`config.mk`:
```
export PLATFORM = sky130hd
export DESIGN_NAME = div_param
export DESIGN_NICKNAME = d
export VERILOG_FILES = /design/src/rtl/div_param.sv
export SDC_FILE = /design/constraint.sdc
export NUM_CORES = 1
export LEC_CHECK = 0
export ABC_AREA = 1
export CAP_MARGIN = 20
export CORE_ASPECT_RATIO = 0.9
export CORE_MARGIN = 2
export CORE_UTILIZATION = 25
export DETAILED_ROUTE_END_ITERATION = 8
export SYNTH_ARGS = -nofsm -noshare
export SYNTH_HDL_FRONTEND = slang
export SYNTH_SLANG_ARGS = --single-unit
export TNS_END_PERCENT = 20
```
`constraint.sdc`:
```
create_clock -name clk -period 2.17 [get_ports clk]
set_input_delay 0.434 -clock clk [delete_from_list [all_inputs] [get_ports clk]]
set_output_delay 0.434 -clock clk [all_outputs]
set_load 0.01 [all_outputs]
```
`src/rtl/div_param.sv`:
```
// div_param: multi-cycle restoring divider (IDLE/RUN/FIX), WIDTH-bit
// operands, signed by default; unsigned mode selectable per start.
//
// Optional feature macro: DIV_PARAM_UNSIGNED_EN
//   defined   -> DivSigned port exists (1 = signed div, 0 = unsigned divu)
//   undefined -> no DivSigned port, every division is signed
//
// Ports:
//   clk        rising-edge clock
//   reset      synchronous active-high reset
//   DivCtrl    start request, sampled only in IDLE
//   DivSigned  signed/unsigned select (only with DIV_PARAM_UNSIGNED_EN)
//   dividendo  dividend, sampled at start
//   divisor    divisor, sampled at start
//   busy       high while in RUN or FIX
//   divOut     one-cycle pulse: HI/LO were just updated
//   divZero    one-cycle pulse: start rejected, divisor was zero
//   HI         remainder register
//   LO         quotient register
module div_param #(
    parameter int WIDTH = 32
) (
    input  logic             clk,
    input  logic             reset,
    input  logic             DivCtrl,
`ifdef DIV_PARAM_UNSIGNED_EN
    input  logic             DivSigned,
`endif
    input  logic [WIDTH-1:0] dividendo,
    input  logic [WIDTH-1:0] divisor,
    output logic             busy,
    output logic             divOut,
    output logic             divZero,
    output logic [WIDTH-1:0] HI,
    output logic [WIDTH-1:0] LO
);

    localparam int CW = $clog2(WIDTH + 1);

    typedef enum logic [1:0] {
        IDLE,
        RUN,
        FIX
    } state_t;

    state_t r_state;
    state_t w_next;

    logic [CW-1:0]    r_count;
    logic [WIDTH-1:0] r_quo;
    logic [WIDTH-1:0] r_rem;
    logic [WIDTH-1:0] r_dvs;
    logic             r_neg_q;
    logic             r_neg_r;
    logic             r_div_out;
    logic             r_div_zero;
    logic [WIDTH-1:0] r_hi;
    logic [WIDTH-1:0] r_lo;

    logic             w_signed;
    logic             w_a_neg;
    logic             w_b_neg;
    logic [WIDTH-1:0] w_a_abs;
    logic [WIDTH-1:0] w_b_abs;
    logic             w_b_zero;
    logic             w_busy;
    logic             w_start;
    logic             w_reject;
    logic             w_last;
    logic [WIDTH:0]   w_shift;
    logic             w_ge;
    logic [WIDTH-1:0] w_rem_next;
    logic [WIDTH-1:0] w_quo_next;

`ifdef DIV_PARAM_UNSIGNED_EN
    assign w_signed = DivSigned;
`else
    assign w_signed = 1'b1;
`endif

    // Magnitudes; the most-negative value maps onto itself, which is
    // the correct unsigned magnitude 2^(WIDTH-1).
    assign w_a_neg  = w_signed & dividendo[WIDTH-1];
    assign w_b_neg  = w_signed & divisor[WIDTH-1];
    assign w_a_abs  = w_a_neg ? -dividendo : dividendo;
    assign w_b_abs  = w_b_neg ? -divisor : divisor;
    assign w_b_zero = (divisor == '0);

    assign w_last = (r_count == CW'(WIDTH - 1));

    // One restoring step. The shifted remainder needs WIDTH+1 bits;
    // when its top bit is set it is certainly >= the divisor, and the
    // true difference is < divisor, so a WIDTH-bit subtract is exact.
    assign w_shift    = {r_rem, r_quo[WIDTH-1]};
    assign w_ge       = w_shift[WIDTH] | (w_shift[WIDTH-1:0] >= r_dvs);
    assign w_rem_next = w_ge ? (w_shift[WIDTH-1:0] - r_dvs)
                             : w_shift[WIDTH-1:0];
    assign w_quo_next = {r_quo[WIDTH-2:0], w_ge};

    always_ff @(posedge clk) begin
        if (reset) begin
            r_state <= IDLE;
        end else begin
            r_state <= w_next;
        end
    end

    always_comb begin
        w_next   = r_state;
        w_busy   = 1'b0;
        w_start  = 1'b0;
        w_reject = 1'b0;
        unique case (r_state)
            IDLE: begin
                if (DivCtrl) begin
                    if (w_b_zero) begin
                        w_reject = 1'b1;
                    end else begin
                        w_start = 1'b1;
                        w_next  = RUN;
                    end
                end
            end
            RUN: begin
                w_busy = 1'b1;
                if (w_last) begin
                    w_next = FIX;
                end
            end
            FIX: begin
                w_busy = 1'b1;
                w_next = IDLE;
            end
            default: begin
                w_next = IDLE;
            end
        endcase
    end

    always_ff @(posedge clk) begin
        if (reset) begin
            r_count    <= '0;
            r_quo      <= '0;
            r_rem      <= '0;
            r_dvs      <= '0;
            r_neg_q    <= 1'b0;
            r_neg_r    <= 1'b0;
            r_div_out  <= 1'b0;
            r_div_zero <= 1'b0;
            r_hi       <= '0;
            r_lo       <= '0;
        end else begin
            r_div_out  <= 1'b0;
            r_div_zero <= w_reject;
            if (w_start) begin
                // r_quo starts as the dividend; its MSBs shift out into
                // the remainder while quotient bits shift in at the LSB.
                r_quo   <= w_a_abs;
                r_dvs   <= w_b_abs;
                r_rem   <= '0;
                r_count <= '0;
                r_neg_q <= w_a_neg ^ w_b_neg;
                r_neg_r <= w_a_neg;
            end
            if (r_state == RUN) begin
                r_rem   <= w_rem_next;
                r_quo   <= w_quo_next;
                r_count <= r_count + CW'(1);
            end
            if (r_state == FIX) begin
                r_lo      <= r_neg_q ? -r_quo : r_quo;
                r_hi      <= r_neg_r ? -r_rem : r_rem;
                r_div_out <= 1'b1;
            end
        end
    end

    assign busy    = w_busy;
    assign divOut  = r_div_out;
    assign divZero = r_div_zero;
    assign HI      = r_hi;
    assign LO      = r_lo;

endmodule

```
==> flow_summary.rst <==
.. list-table::
   :header-rows: 1

   * - Metric
     - Value
   * - Number of antenna violations at the first check in global routing
     - 3
   * - Most frequently used cell type in the post-synthesis netlist
     - sky130_fd_sc_hd__nand2_1
   * - Count of maximum capacitance violations
     - 0
   * - Post-synthesis cell type count
     - 43
   * - Gate count after technology mapping
     - 2176
   * - PortBufs
     - 133
   * - Global routing usage on met3
     - 2.923%
   * - Num rows
     - 78
   * - WL per Instance
     - 14.15 microns
   * - Post-synthesis to final-layout area growth
     - 37.40%
   * - Post-Synthesis Cell Area
     - 12870 sq um
   * - Warning count from the yosys run
     - 0
   * - Hold bufs inserted after CTS
     - 0
   * - Status
     - finished, violations left
   * - Total grt overflow
     - 0
   * - CP max stage delay
     - 0.36 ns
   * - EDFF count, synth
     - 0
   * - H-tree lvl count
     - 4
   * - GRT met1 Usage
     - 26.23%
   * - Signal arrival time at the worst endpoint
     - 2.52 ns
   * - Detailed placement HPWL
     - 35610 microns
   * - Via Count
     - 14272
   * - Share of Yosys cell area claimed by the top area cell type
     - 26.75%
   * - Synth Net Count
     - 2284
   * - Transition at the pin with the smallest max-transition slack
     - 0.5405 ns
   * - Initial Utilization
     - 25.41%
   * - Setup repair after global routing missed its margin
     - true
   * - Type of the setup path with the least slack
     - register to register
   * - CTS Buffer Depth
     - 2
   * - TritonCTS clock tree
     - built
   * - Post-Route Skew
     - 0.01740 ns
   * - Required time worst endpoint
     - 2.49 ns
   * - # nets final
     - 2600
   * - Highest-utilization routing layer at the global route stage
     - met1
   * - Achievable Freq
     - 453.3 MHz
   * - Worst hold path type
     - input pin to register
   * - Met2 usage
     - 22.41%
   * - Clk_lat worst skew
     - 0.46 ns
   * - Root Buffer Master
     - sky130_fd_sc_hd__clkbuf_16
   * - First-pass GRT wire length
     - 70530 microns
   * - Post-layout instance count excluding filler cells
     - 3186
   * - WHS
     - 0.3458 ns
   * - Total routed wirelength
     - 45100 microns
   * - Register bit count reported by yosys
     - 172
   * - Placed cell count
     - 3145
   * - Final setup vio count
     - 4
   * - Remaining number of nets flagged by the antenna check after routing
     - 0
   * - Maximum number of pins on one net before global-route repair
     - 115
   * - Cells traversed along the worst timing path
     - inv_4 > ha_4 > fa_2 > inv_2 > nand2_2 > nand2_1 > nand3b_1 > nand2_2 > nand2_2 > nand3_4 > nand2_4 > nand2_4 > buf_12 > buf_12 > nand3_4 > nand2_1 > a21oi_1
   * - Slew margin rel.
     - 63.93%
   * - Min Tclk post-route
     - 2.206 ns
   * - Number of buffers inserted during clock tree synthesis
     - 17
   * - GPL Wtd Cong
     - 0.9027
   * - CTS sink cnt
     - 172
   * - Most common cell on crit path
     - sky130_fd_sc_hd__nand2_2
   * - Dominant cell type by area after synthesis
     - sky130_fd_sc_hd__dfxtp_1
   * - Clock slew seen by the registers of the worst setup and hold paths
     - 0.07 ns
   * - Leading post-synthesis cells by cell area
     - sky130_fd_sc_hd__dfxtp_1, sky130_fd_sc_hd__nand2_1, sky130_fd_sc_hd__inv_1
   * - DRC violation count after routing
     - 0
   * - DIE AREA
     - 53320 sq um
   * - Number of I/O pins
     - 134
   * - Post-layout worst setup margin
     - -0.03583 ns
   * - Master of the slowest instance on the critical path
     - sky130_fd_sc_hd__fa_2
   * - Worst-case vdd ir drop
     - 0.0005209 V
   * - Chip Width
     - 243.2 microns
   * - Number of failing hold endpoints at the final stage
     - 0
   * - Total iterations of the first detailed-routing run
     - 5
   * - Core Region
     - 50650 sq um
   * - DRC violation total after the first TritonRoute iteration
     - 1105
   * - Leakage dissipation
     - 0.008434 uW
   * - Dominant register cell in the synthesized netlist
     - sky130_fd_sc_hd__dfxtp_1
   * - PD cells
     - 645.0 nW/um^2
   * - Routed via count divided by cell count
     - 4.480
   * - Total count of max-transition violations in the final report
     - 0
   * - Kind of end point of the critical path
     - register
   * - Die Height
     - 219.3 microns
   * - Fraction of layout cells with a size suffix above 1
     - 14.97%
   * - Final clock period utilization by the worst path
     - 101.7%
   * - Avg Synthesized Cell Area
     - 5.916 sq um
   * - Violations in the final reports
     - setup timing
   * - Critical-path maximum fanout
     - 4
   * - Share of synthesized registers carrying an async set or reset
     - 0%
   * - Global router's overall resource usage
     - 16.66%
   * - Cell types with the highest counts after synthesis
     - sky130_fd_sc_hd__nand2_1, sky130_fd_sc_hd__inv_1, sky130_fd_sc_hd__nor2_1
   * - Vias in the first global route
     - 12767
   * - Startpoint type of the worst setup path
     - register
   * - Portion of the post-synthesis area used by sequential elements
     - 26.75%
==> kinds of logic (layout without fill, tap and decap cells) <==
family,count (synthesis),in the layout,share of synthesized area (%)
AND/OR/NAND/NOR,1125,1125,36.53
buffers and inverters,393,722,11.90
AO/OA/AOI/OAI,342,342,13.77
flip-flops,172,172,26.75
XOR/XNOR,103,103,7.008
adder cells (fa/ha/maj),41,41,4.044
other,0,1,0
==> power breakdown <==
part           switching, uW  internal (uW)  total (uW)
combinational           2530           1790        4320
clock                   1500           1880        3370
sequential               241           3480        3720
total                   4260           7140       11400
==> routing by layer <==
metal / routed length [microns] / vias up
li1: - / 7531
met1: 23960 / 6341
met2: 17350 / 354
met3: 3003 / 42
met4: 754 / 4
met5: 25 / -
==> worst paths after layout <==
path	cells after the start	from	endpoint	slack [ns]
setup / recovery	17	r_quo[31]	r_rem[31]	-0.04
hold / removal	2	reset	r_quo[17]	0.35
setup reg to reg	17	r_quo[31]	r_rem[31]	-0.04
hold reg to reg	2	r_count[4]	r_count[4]	0.49
==> area by class of cell <==
cell class | count | area [sq um]
Antenna cell | 1 | 2.502
Sequential cell | 172 | 3455
Multi-Input combinational cell | 1611 | 8243
Fill cell | 5495 | 32960
Timing Repair Buffer | 374 | 3318
Clock buffer | 19 | 442.9
Inverter | 316 | 1196
Tap cell | 680 | 850.8
Clock inverter | 13 | 178.9
==> flip-flops by register name (all words and copies together), names as in the netlist <==
signal and cells:
r_quo 32, HI 32, r_state 2, r_count 6, r_rem 32, LO 32
divZero 1, r_neg_r 1, r_neg_q 1, r_dvs 32, divOut 1
==> critical path: cells and delay by family (launching register included) <==
kind	cells	cell delay [ns]
fa+ha+maj	2	0.52
simple gates	10	0.76
buf+inv	4	0.41
flops	1	0.35
compound gates	1	0.05
==> repair_timing <==
item                       in CTS  in global routing
resized for setup              29                 80
setup buffers                   7                  1
cloned                          1                  1
pin swaps                      15                 10
setup endpoints to repair      45                101
==> layout by cell type (no fill, tap or decap), drive strengths merged, types with 2 or more instances in the layout <==
cell	Yosys	layout
nand2	605	605
inv	312	319
nor2	272	272
buf	27	241
dfxtp	172	172
nand3	172	172
a21oi	163	163
o21ai	151	151
clkdlybuf4s50	0	131
xor2	72	72
ha	40	40
nand4	32	32
xnor2	31	31
clkbuf	50	20
nor3	16	16
nand3b	13	13
a31oi	9	9
o211ai	6	6
a21boi	5	5
or2	5	5
nor4	4	4
and2	4	4
clkinv	4	4
o31ai	3	3
bufinv	0	3
clkinvlp	0	3
a21o	2	2
==> per-stage QoR <==
step | total power, uW | setup slack [ns] | instance area, sq um | TNS (ns) | utilization (%)
6_report | 11410 | -0.03583 | 17690 | -0.09400 | 34.92
3_3_place_gp | 7852 | -0.4934 | 16580 | -37.79 | 32.74
3_5_place_dp | 7868 | -0.5955 | 16580 | -41.02 | 32.74
5_1_grt | 12120 | -0.1659 | 17690 | -3.038 | 34.92
2_1_floorplan | 6129 | -0.001905 | 12870 | -0.01126 | -
4_1_cts | 11290 | -0.1122 | 17440 | -2.676 | 34.43
Power figures use the tool's default switching activity.
